[config.mk]
export PLATFORM = sky130hd
export DESIGN_NAME = kypd_matrix_scanner_flat
export DESIGN_NICKNAME = d
export VERILOG_FILES = /design/src/rtl/kypd_matrix_scanner_if.sv /design/src/rtl/kypd_matrix_scanner.sv /design/src/flat_wrapper.sv
export SDC_FILE = /design/constraint.sdc
export NUM_CORES = 1
export LEC_CHECK = 0
export ABC_AREA = 1
export BUFFER_PORTS_ARGS = -buffer_cell sky130_fd_sc_hd__buf_2
export CAP_MARGIN = 20
export CORE_AREA = 4 4 99 101
export CTS_BUF_LIST = sky130_fd_sc_hd__clkbuf_4 sky130_fd_sc_hd__clkbuf_8
export DETAILED_ROUTE_END_ITERATION = 8
export DIE_AREA = 0 0 103 105
export GPL_ROUTABILITY_DRIVEN = 0
export PLACE_DENSITY_LB_ADDON = 0.25
export SETUP_SLACK_MARGIN = 0.02
export SLEW_MARGIN = 20
export SYNTH_ARGS = -nofsm -noshare
export SYNTH_HDL_FRONTEND = slang
export SYNTH_SLANG_ARGS = --single-unit
[constraint.sdc]
create_clock -name clk -period 6.4 [get_ports clk]
set_input_delay 1.92 -clock clk [delete_from_list [all_inputs] [get_ports clk]]
set_output_delay 1.92 -clock clk [all_outputs]
set_load 0.01 [all_outputs]
[src/rtl/kypd_matrix_scanner_if.sv]
// Event port between the keypad scanner and its consumer.
// The scanner drives the event fields and valid; the consumer drives ready.
interface kypd_matrix_scanner_if #(
  parameter int KEY_W = 4
) ();
  logic             evt_valid;
  logic             evt_ready;
  logic [KEY_W-1:0] evt_code;
  logic             evt_press;
  logic             evt_repeat;

  modport master (
    output evt_valid, evt_code, evt_press, evt_repeat,
    input  evt_ready
  );

  modport slave (
    input  evt_valid, evt_code, evt_press, evt_repeat,
    output evt_ready
  );
endinterface

[src/rtl/kypd_matrix_scanner.sv]
// Matrix keypad scanner with frame-level debounce, press/release events and multi-key flag.
// Define KPD_REPEAT_EN to add auto-repeat press events while a single key stays held.
module kypd_matrix_scanner #(
  parameter int N_ROWS          = 4,
  parameter int N_COLS          = 4,
  parameter int COL_DWELL       = 100_000,
  parameter int SETTLE          = 8,
  parameter int DEBOUNCE_FRAMES = 3,
  parameter int REPEAT_DELAY    = 125,
  parameter int REPEAT_RATE     = 25
) (
  input  logic                  clk,
  input  logic                  sys_rst_n,
  input  logic [N_ROWS-1:0]     row_i,
  output logic [N_COLS-1:0]     col_o,
  kypd_matrix_scanner_if.master evt_if,
  output logic                  key_held_o,
  output logic                  multi_key_o
);
  localparam int N_KEYS = N_ROWS * N_COLS;
  localparam int KEY_W  = (N_KEYS > 1) ? $clog2(N_KEYS) : 1;
  localparam int DW     = (COL_DWELL > 1) ? $clog2(COL_DWELL) : 1;
  localparam int CW     = (N_COLS > 1) ? $clog2(N_COLS) : 1;
  localparam int SW     = $clog2(DEBOUNCE_FRAMES + 1);

  typedef enum logic [1:0] {RES_NONE, RES_KEY, RES_MULTI} res_e;

  logic              active_q;
  logic [CW-1:0]     col_idx_q;
  logic [DW-1:0]     dwell_q;
  logic [N_KEYS-1:0] samp_q;
  logic              frame_end_q;
  res_e              prev_cls_q;
  logic [KEY_W-1:0]  prev_code_q;
  logic [SW-1:0]     stable_q;
  logic              acc_held_q;
  logic [KEY_W-1:0]  acc_code_q;
  logic              multi_q;
  logic              evt_valid_q;
  logic [KEY_W-1:0]  evt_code_q;
  logic              evt_press_q;

  logic [1:0]        key_cnt;
  res_e              res_cls_d;
  logic [KEY_W-1:0]  res_code_d;
  logic [SW-1:0]     stable_d;
  logic              differs;
  logic              slot_free;
  logic              accept;

  // Classify the previous frame's samples; key_cnt saturates at 2 (= more than one).
  always_comb begin
    key_cnt    = 2'd0;
    res_code_d = '0;
    for (int k = 0; k < N_KEYS; k++) begin
      if (samp_q[k]) begin
        if (key_cnt != 2'd2) key_cnt = key_cnt + 2'd1;
        res_code_d = KEY_W'(k);
      end
    end
    res_cls_d = (key_cnt == 2'd0) ? RES_NONE : (key_cnt == 2'd1) ? RES_KEY : RES_MULTI;
    if (res_cls_d == prev_cls_q && (res_cls_d != RES_KEY || res_code_d == prev_code_q))
      stable_d = (stable_q == SW'(DEBOUNCE_FRAMES)) ? stable_q : stable_q + SW'(1);
    else
      stable_d = SW'(1);
    differs   = (res_cls_d == RES_KEY) ? (!acc_held_q || res_code_d != acc_code_q) : acc_held_q;
    slot_free = !evt_valid_q || evt_if.evt_ready;
    accept    = frame_end_q && res_cls_d != RES_MULTI && stable_d >= SW'(DEBOUNCE_FRAMES)
                && differs && slot_free;
  end

`ifdef KPD_REPEAT_EN
  localparam int RMAX = (REPEAT_DELAY > REPEAT_RATE) ? REPEAT_DELAY : REPEAT_RATE;
  localparam int RW   = $clog2(RMAX + 1);
  logic [RW-1:0] rpt_cnt_q;
  logic          rpt_first_q;
  logic          evt_repeat_q;
  assign evt_if.evt_repeat = evt_repeat_q;
`else
  assign evt_if.evt_repeat = 1'b0;
`endif

  always_ff @(posedge clk or negedge sys_rst_n) begin
    if (!sys_rst_n) begin
      active_q     <= 1'b0;
      col_idx_q    <= '0;
      dwell_q      <= '0;
      samp_q       <= '0;
      frame_end_q  <= 1'b0;
      prev_cls_q   <= RES_NONE;
      prev_code_q  <= '0;
      stable_q     <= '0;
      acc_held_q   <= 1'b0;
      acc_code_q   <= '0;
      multi_q      <= 1'b0;
      evt_valid_q  <= 1'b0;
      evt_code_q   <= '0;
      evt_press_q  <= 1'b0;
`ifdef KPD_REPEAT_EN
      rpt_cnt_q    <= '0;
      rpt_first_q  <= 1'b1;
      evt_repeat_q <= 1'b0;
`endif
    end else begin
      // Scanning starts one cycle after reset so that column 0 gets a full dwell.
      active_q    <= 1'b1;
      frame_end_q <= active_q && dwell_q == DW'(COL_DWELL - 1) && col_idx_q == CW'(N_COLS - 1);
      if (active_q) begin
        if (dwell_q == DW'(COL_DWELL - 1)) begin
          dwell_q   <= '0;
          col_idx_q <= (col_idx_q == CW'(N_COLS - 1)) ? '0 : col_idx_q + CW'(1);
        end else begin
          dwell_q <= dwell_q + DW'(1);
        end
        if (dwell_q == DW'(SETTLE)) begin
          for (int r = 0; r < N_ROWS; r++)
            samp_q[r * N_COLS + int'(col_idx_q)] <= ~row_i[r];
        end
      end

      if (evt_valid_q && evt_if.evt_ready) evt_valid_q <= 1'b0;

      if (frame_end_q) begin
        prev_cls_q  <= res_cls_d;
        prev_code_q <= res_code_d;
        stable_q    <= stable_d;
        multi_q     <= (res_cls_d == RES_MULTI);
        // A key-to-key change releases first; the new press needs another qualifying frame.
        if (accept) begin
          evt_valid_q <= 1'b1;
          if (acc_held_q) begin
            evt_code_q  <= acc_code_q;
            evt_press_q <= 1'b0;
            acc_held_q  <= 1'b0;
          end else begin
            evt_code_q  <= res_code_d;
            evt_press_q <= 1'b1;
            acc_held_q  <= 1'b1;
            acc_code_q  <= res_code_d;
          end
        end
`ifdef KPD_REPEAT_EN
        if (accept) evt_repeat_q <= 1'b0;
        if (accept || res_cls_d == RES_MULTI) begin
          rpt_cnt_q   <= '0;
          rpt_first_q <= 1'b1;
        end else if (acc_held_q) begin
          if (rpt_cnt_q + RW'(1) == (rpt_first_q ? RW'(REPEAT_DELAY) : RW'(REPEAT_RATE))) begin
            rpt_cnt_q   <= '0;
            rpt_first_q <= 1'b0;
            // A busy slot drops this repeat; the cadence carries on regardless.
            if (slot_free) begin
              evt_valid_q  <= 1'b1;
              evt_code_q   <= acc_code_q;
              evt_press_q  <= 1'b1;
              evt_repeat_q <= 1'b1;
            end
          end else begin
            rpt_cnt_q <= rpt_cnt_q + RW'(1);
          end
        end
`endif
      end
    end
  end

  assign col_o            = active_q ? ~(N_COLS'(1) << col_idx_q) : '1;
  assign evt_if.evt_valid = evt_valid_q;
  assign evt_if.evt_code  = evt_code_q;
  assign evt_if.evt_press = evt_press_q;
  assign key_held_o       = acc_held_q;
  assign multi_key_o      = multi_q;
endmodule
[src/flat_wrapper.sv]
// flat-port wrapper written by rule: the top's interface ports become plain ports
module kypd_matrix_scanner_flat 
#(
  parameter int N_ROWS          = 4,
  parameter int N_COLS          = 4,
  parameter int COL_DWELL       = 100_000,
  parameter int SETTLE          = 8,
  parameter int DEBOUNCE_FRAMES = 3,
  parameter int REPEAT_DELAY    = 125,
  parameter int REPEAT_RATE     = 25
)
  (clk, sys_rst_n, row_i, col_o, key_held_o, multi_key_o, evt_if_evt_valid, evt_if_evt_code, evt_if_evt_press, evt_if_evt_repeat, evt_if_evt_ready);
  kypd_matrix_scanner_if evt_if_i ();
  input  logic clk;
  input  logic sys_rst_n;
  input  logic [N_ROWS-1:0] row_i;
  output logic [N_COLS-1:0] col_o;
  output logic key_held_o;
  output logic multi_key_o;
  output wire logic [$bits(evt_if_i.evt_valid)-1:0] evt_if_evt_valid;
  output wire logic [$bits(evt_if_i.evt_code)-1:0] evt_if_evt_code;
  output wire logic [$bits(evt_if_i.evt_press)-1:0] evt_if_evt_press;
  output wire logic [$bits(evt_if_i.evt_repeat)-1:0] evt_if_evt_repeat;
  input wire logic [$bits(evt_if_i.evt_ready)-1:0] evt_if_evt_ready;
  assign evt_if_evt_valid = evt_if_i.evt_valid;
  assign evt_if_evt_code = evt_if_i.evt_code;
  assign evt_if_evt_press = evt_if_i.evt_press;
  assign evt_if_evt_repeat = evt_if_i.evt_repeat;
  assign evt_if_i.evt_ready = evt_if_evt_ready;
  kypd_matrix_scanner #(.N_ROWS(N_ROWS), .N_COLS(N_COLS), .COL_DWELL(COL_DWELL), .SETTLE(SETTLE), .DEBOUNCE_FRAMES(DEBOUNCE_FRAMES), .REPEAT_DELAY(REPEAT_DELAY), .REPEAT_RATE(REPEAT_RATE)) u_core (.clk(clk), .sys_rst_n(sys_rst_n), .row_i(row_i), .col_o(col_o), .evt_if(evt_if_i), .key_held_o(key_held_o), .multi_key_o(multi_key_o));
endmodule
==> results of run 1 <==
registers in the layout, summed over array words and instances (netlist names):
name and cells:
u_core.dwell_q 17, u_core.samp_q 16, u_core.acc_code_q 4, u_core.prev_code_q 4, u_core.col_idx_q 2, u_core.stable_q 2, u_core.active_q 1, u_core.evt_if.evt_valid 1
u_core.frame_end_q 1, u_core.key_held_o 1, u_core.multi_key_o 1, u_core.prev_cls_q 1
area by class of cell:
type / instances / area share
timing repair buffer: 19 / 0.0218
sequential: 51 / 0.285
multi-input combinational: 479 / 0.565
clock buffer: 5 / 0.0154
inverter: 84 / 0.0710
clock inverter: 3 / 0.0106
tap: 111 / 0.0310
layer usage:
metal  global-route usage  part of all wire  vias to the layer above
met3               0.0194             0.018                        6
met1                0.240              0.50                     1694
li1                     -                 -                     2019
met2                0.275              0.48                       34
met4               0.0352            0.0057                        0
met5                    0                 0                        -
per-stage QoR:
step / cell area [sq um] / cells
floorplan: 4210 / 629
global placement: 4360 / 744
detailed placement: 4360 / 744
CTS: 4480 / 752
global route: 4480 / 752
finish: 4480 / 752
how the worst max path moves through the flow:
stage / startpoint / endpoint / cells after the start
2_1_floorplan: u_core.samp_q[0] / u_core.key_held_o / 45
3_3_place_gp: u_core.samp_q[0] / u_core.key_held_o / 47
3_5_place_dp: u_core.samp_q[1] / u_core.acc_code_q[3] / 48
4_1_cts: u_core.samp_q[1] / u_core.acc_code_q[3] / 48
5_1_grt: u_core.samp_q[1] / u_core.acc_code_q[3] / 48
6_report: u_core.samp_q[1] / u_core.acc_code_q[3] / 48
cell families after synthesis:
family                   share of synthesized area
AO/OA/AOI/OAI                               0.0825
XOR/XNOR                                    0.0270
adder cells (fa/ha/maj)                     0.0327
buffers and inverters                       0.0965
flip-flops                                   0.303
other                                      0.00178
AND/OR/NAND/NOR                              0.457
worst max-delay path: cells and delay by family (launching register included):
family	cells	cell delay, ns
compound gates	1	0.17
fa+ha+maj	2	0.52
buf+inv	5	0.34
flops	1	0.40
simple gates	40	3.64
placed cells by master (no fill, tap or decap), drive strengths merged:
master,n
nand2,232
inv,84
nand3,65
nor2,57
dfrtp,51
o21ai,40
buf,19
a21oi,15
nand4,14
xor2,12
nor4,12
ha,11
nor3,10
clkbuf,5
a211oi,2
conb,2
clkinv,2
and2,1
or2,1
o311ai,1
or3b,1
xnor2,1
o2111ai,1
o211a,1
bufinv,1
power by group through the flow:
stage / combinational, W / clock, W / sequential [W]
finish: 0.00102 / 0.000229 / 0.000399
CTS: 0.00103 / 0.000239 / 0.000399
detailed placement: 0.00103 / 0 / 0.000404
global route: 0.00119 / 0.000252 / 0.000407
global placement: 0.00100 / 0 / 0.000403
floorplan: 0.000909 / 0 / 0.000376
==> impl_metrics.ini, run 1 <==
[status]
run_status = complete, no violations

[clock_network]
clk_root_buffer_cell = sky130_fd_sc_hd__clkbuf_8
cts_post_setup_buffers_inserted = 0
post_cts_hold_buffer_count = 0
cts.sink_count = 51
worst_setup_hold_path_clk_slew_ns = 0.09
cts.htree.levels = 2
cts_inserted_buffers = 5
cts.path.max_buffers = 2
cts_tree = done
cts_resized = 0
clock_latency_late_sink_ns = 0.30

[critical_path]
critical_path_class = reg -> reg
ff2ff_setup_slack_ns = 1.20
r2r-end = u_core.acc_code_q[3]
crit_path_max_fanout = 5
required_ns = 6.60
critical_path.reg2reg.startpoint = u_core.samp_q[1]
timing.critical_path.slowest_stage_cell = sky130_fd_sc_hd__dfrtp_1
cpPeakStageDelay_ns = 0.40
cp.arrival_ns = 5.39
crit_path_end_kind = register
most_frequent_cell_on_the_critical_path = sky130_fd_sc_hd__nand2_1
worst_setup_path_start_kind = register
ff2ff_path_depth = 48

[cells_and_area]
finalNetCount = 658
antenna_cells = 0
fillers = 881
flow.area_growth_from_synthesis_pct = 6.26
sequential_cell_area_sq_mm = 0.00128
multiInputGateArea_sq_mm = 0.00253
post_route_cells_drive_above_1_share = 0.173
utilization = 0.496

[grt]
grt_antenna_before_repair = 0
grt_overflow = 0
grt_start_max_net_pins = 52
first_global_vias = 3632
grt_pass1_wl_um = 15500
groute.usage.overall = 0.169

[floorplan]
num_io_pins = 20
std_cell_rows = 35
floorplan.die.height_um = 105
start_util = 0.467
floorplan.die_area_sq_mm = 0.0108
die-width_um = 103
area_of_the_core_sq_mm = 0.00902

[power_and_ir_drop]
power.net_switching_w = 0.000831
totalPowerFinal_w = 0.00165
power.ir.vdd_worst_mv = 0.317
share_comb_of_total_power = 0.618
internal-power_w = 0.000814
seq_power_share = 0.242
pwr_density_cell_mw_per_mm2 = 367
leakagePower_nw = 2.43
clock_power_share = 0.139
power.share.switching = 0.505

[sta]
maxClockFrequency_ghz = 0.192
timing_worst_slew_pin_value_ns = 0.666
timing.final.crit_period_ns = 5.20
rsz0062_at_grt = no
fin_clk_skew_ns = 0.00468
final_max_slew_viol_count = 0
final-setup-viol-count = 0
setup_total_negative_slack_ns = 0
maxSlewHeadroom = 0.551
timing.hold.ws_ns = 0.507
final.setup.worst_slack_ns = 1.20
layout_worst_path_cycle_share = 0.812
final-hold-violation-count = 0

[yosys]
mappedNetlistNets = 647
register_bit_count_reported_by_yosys = 51
synthDominantCellAreaShare = 0.303
post_synthesis_cell_type_with_the_largest_combined_area = sky130_fd_sc_hd__dfrtp_1
synthFlopType = sky130_fd_sc_hd__dfrtp_1
synthCells = 629
synth_cell_type_count = 41
post_synth_edffs = 0
post_synth_most_frequent_cells = sky130_fd_sc_hd__nand2_1 (188), sky130_fd_sc_hd__inv_1 (73), sky130_fd_sc_hd__nand3_1 (56)
share_of_synthesized_area_occupied_by_flip_flops_and_latches = 0.303
synth_async_sr_flop_share = 1.00
ys_warn_count = 0
synth.most_common_cell = sky130_fd_sc_hd__nand2_1
synth_area_per_cell_sq_um = 6.70
netlist_area_sq_mm = 0.00421
synth.top_cells.by_area = sky130_fd_sc_hd__dfrtp_1 (30%), sky130_fd_sc_hd__nand2_1 (17%), sky130_fd_sc_hd__nand3_1 (6.7%)

[worst_hold_path]
hp-class = reg -> reg
min_delay_worst_endpoint = u_core.dwell_q[0]
hold_depth = 1
worstHoldStart = u_core.dwell_q[0]

[drt]
drt_pass1_iterations = 5
drt-total-wl_um = 8370
dr_total_vias = 3753
vias_per_cell = 4.99
post_dr_wirelength_cell_um = 11.1
drc = 0
detailedRoute.firstIterationViolations = 157
postRouteAntennaNets = 0

[run]
cap_violations = 0

[placed_design]
post-dp-hpwl_um = 6690
post-place-ws_ns = 1.19
buffer_ports.inserted = 18
(Power assumes the default switching activity.)
==> run 2: changes to the inputs <==
Clock period 6.4 ns to 4.9 ns, I/O delays scaled along.
==> impl_metrics.ini, run 2 (synthesized netlist as in run 1, its figures left out) <==
[grt]
grt_overflow = 0
grt_start_max_net_pins = 52
grt_antenna_before_repair = 0
grt_pass1_wl_um = 16400
first_global_vias = 3817
groute.usage.overall = 0.180

[sta]
maxClockFrequency_ghz = 0.192
final.setup.worst_slack_ns = -0.304
timing.hold.ws_ns = 0.504
fin_clk_skew_ns = 0.0157
timing.final.crit_period_ns = 5.20
final_max_slew_viol_count = 0
rsz0062_at_grt = yes
final-setup-viol-count = 8
timing_worst_slew_pin_value_ns = 0.747
layout_worst_path_cycle_share = 1.06
final-hold-violation-count = 0
maxSlewHeadroom = 0.497

[power_and_ir_drop]
power.ir.vdd_worst_mv = 0.572
share_comb_of_total_power = 0.746
internal-power_w = 0.00166
totalPowerFinal_w = 0.00323
power.share.switching = 0.486
clock_power_share = 0.094
power.net_switching_w = 0.00157
leakagePower_nw = 2.75
seq_power_share = 0.160
pwr_density_cell_mw_per_mm2 = 592

[drt]
drt_pass1_iterations = 4
detailedRoute.firstIterationViolations = 162
vias_per_cell = 5.24
drc = 0
dr_total_vias = 4133
postRouteAntennaNets = 0
post_dr_wirelength_cell_um = 13.2
drt-total-wl_um = 10400

[critical_path]
cp.buffers_inverters = 5
required_ns = 5.08
crit_family = simple AND/OR/NAND/NOR gates
worst_setup_path_start_kind = register
crit_path_max_fanout = 7
critical_path_class = reg -> reg
most_frequent_cell_on_the_critical_path = sky130_fd_sc_hd__nand2_2
cp.arrival_ns = 5.39
cpPeakStageDelay_ns = 0.41
timing.critical_path.slowest_stage_cell = sky130_fd_sc_hd__dfrtp_1
crit_path_end_kind = register

[cells_and_area]
final_design_area_no_fill_sq_mm = 0.00546
flow.area_growth_from_synthesis_pct = 29.5
leading_cell_types_in_the_layout_fill_and_taps_excluded = sky130_fd_sc_hd__nand2_1 (137), sky130_fd_sc_hd__inv_1 (68), sky130_fd_sc_hd__nand2_2 (60)
antenna_cells = 0
layout.cells.most_common = sky130_fd_sc_hd__nand2_1
most_flop_heavy_register = u_core.dwell_q
layout.cells.non_filler = 788
finalNetCount = 694
post_route_cells_drive_above_1_share = 0.380
top_regs = u_core.dwell_q (17), u_core.samp_q (16)
largest_register_ffs = 17

[placed_design]
buffer_ports.inserted = 18
numPlacedInstances = 761
post-place-ws_ns = -0.329
place_area_sq_mm = 0.00449
post-dp-hpwl_um = 7000

[floorplan]
die-width_um = 103
num_io_pins = 20
floorplan.die.height_um = 105
area_of_the_core_sq_mm = 0.00902
floorplan.die_area_sq_mm = 0.0108
start_util = 0.467
std_cell_rows = 35

[run]
cap_violations = 0

[clock_network]
cts_inserted_buffers = 5
cts.sink_count = 51
worst_setup_hold_path_clk_slew_ns = 0.09
cts_tree = done
clk_root_buffer_cell = sky130_fd_sc_hd__clkbuf_8
cts.htree.levels = 2
clock_latency_late_sink_ns = 0.31
cts.path.max_buffers = 2

[status]
failed_checks = negative setup slack
run_status = finished, violations left

[worst_hold_path]
hp-class = reg -> reg
==> run 2: per-layer routing <==
| layer | part of all wire | vias to the layer above | global-route usage |
|---|---|---|---|
| met5 | 0 | - | 0 |
| met4 | 0.020 | 0 | 0.0416 |
| met3 | 0.019 | 22 | 0.0214 |
| met2 | 0.53 | 61 | 0.319 |
| met1 | 0.43 | 1961 | 0.231 |
| li1 | - | 2089 | - |
==> run 2: per-stage QoR <==
step	setup TNS, ns	utilization
after floorplan	0	-
after global placement	-0.798	0.498
after detailed placement	-2.07	0.498
after CTS	-0.999	0.540
after global routing	-6.15	0.605
final	-2.12	0.605
==> run 2: power by group through the flow <==
stage          sequential [W]  combinational (W)  clock [W]
2_1_floorplan        0.000491            0.00119          0
3_3_place_gp         0.000518            0.00144          0
3_5_place_dp         0.000519            0.00149          0
4_1_cts              0.000510            0.00176   0.000311
5_1_grt              0.000523            0.00261   0.000328
6_report             0.000516            0.00241   0.000304
==> run 2: worst paths after layout <==
path | from | to | slack, ns | depth (start not counted)
setup reg to reg | u_core.samp_q[0] | u_core.acc_code_q[2] | -0.30 | 45
hold reg to reg | u_core.dwell_q[0] | u_core.dwell_q[0] | 0.50 | 1
setup / recovery | u_core.samp_q[0] | u_core.acc_code_q[2] | -0.30 | 45
max in group asynchronous | sys_rst_n | u_core.samp_q[2] | 3.16 | 2
hold / removal | u_core.dwell_q[0] | u_core.dwell_q[0] | 0.50 | 1
min in group asynchronous | sys_rst_n | u_core.multi_key_o | 1.25 | 2
==> run 2: layout make-up <==
cell class / instances / area [sq um]
clock buffer: 6 / 82.6
timing repair buffer: 55 / 387
inverter: 84 / 325
sequential: 51 / 1280
clock inverter: 2 / 35.0
tap: 111 / 139
multi-input combinational: 479 / 3210
fill: 818 / 3560
==> run 2: worst reg2reg max path: cells and delay by family, from the launching register on <==
family	cells	cell delay [ns]
fa+ha+maj	2	0.46
simple gates	36	3.39
buf+inv	5	0.46
compound gates	1	0.17
xor+xnor	1	0.18
flops	1	0.41
==> run 2: repair_timing <==
action	CTS	global route
setup buffers	10	10
hold buffers	0	0
endpoints found under the setup margin	8	10
pin swaps	50	89
gates resized for setup	54	121
endpoints found under the hold margin	0	0
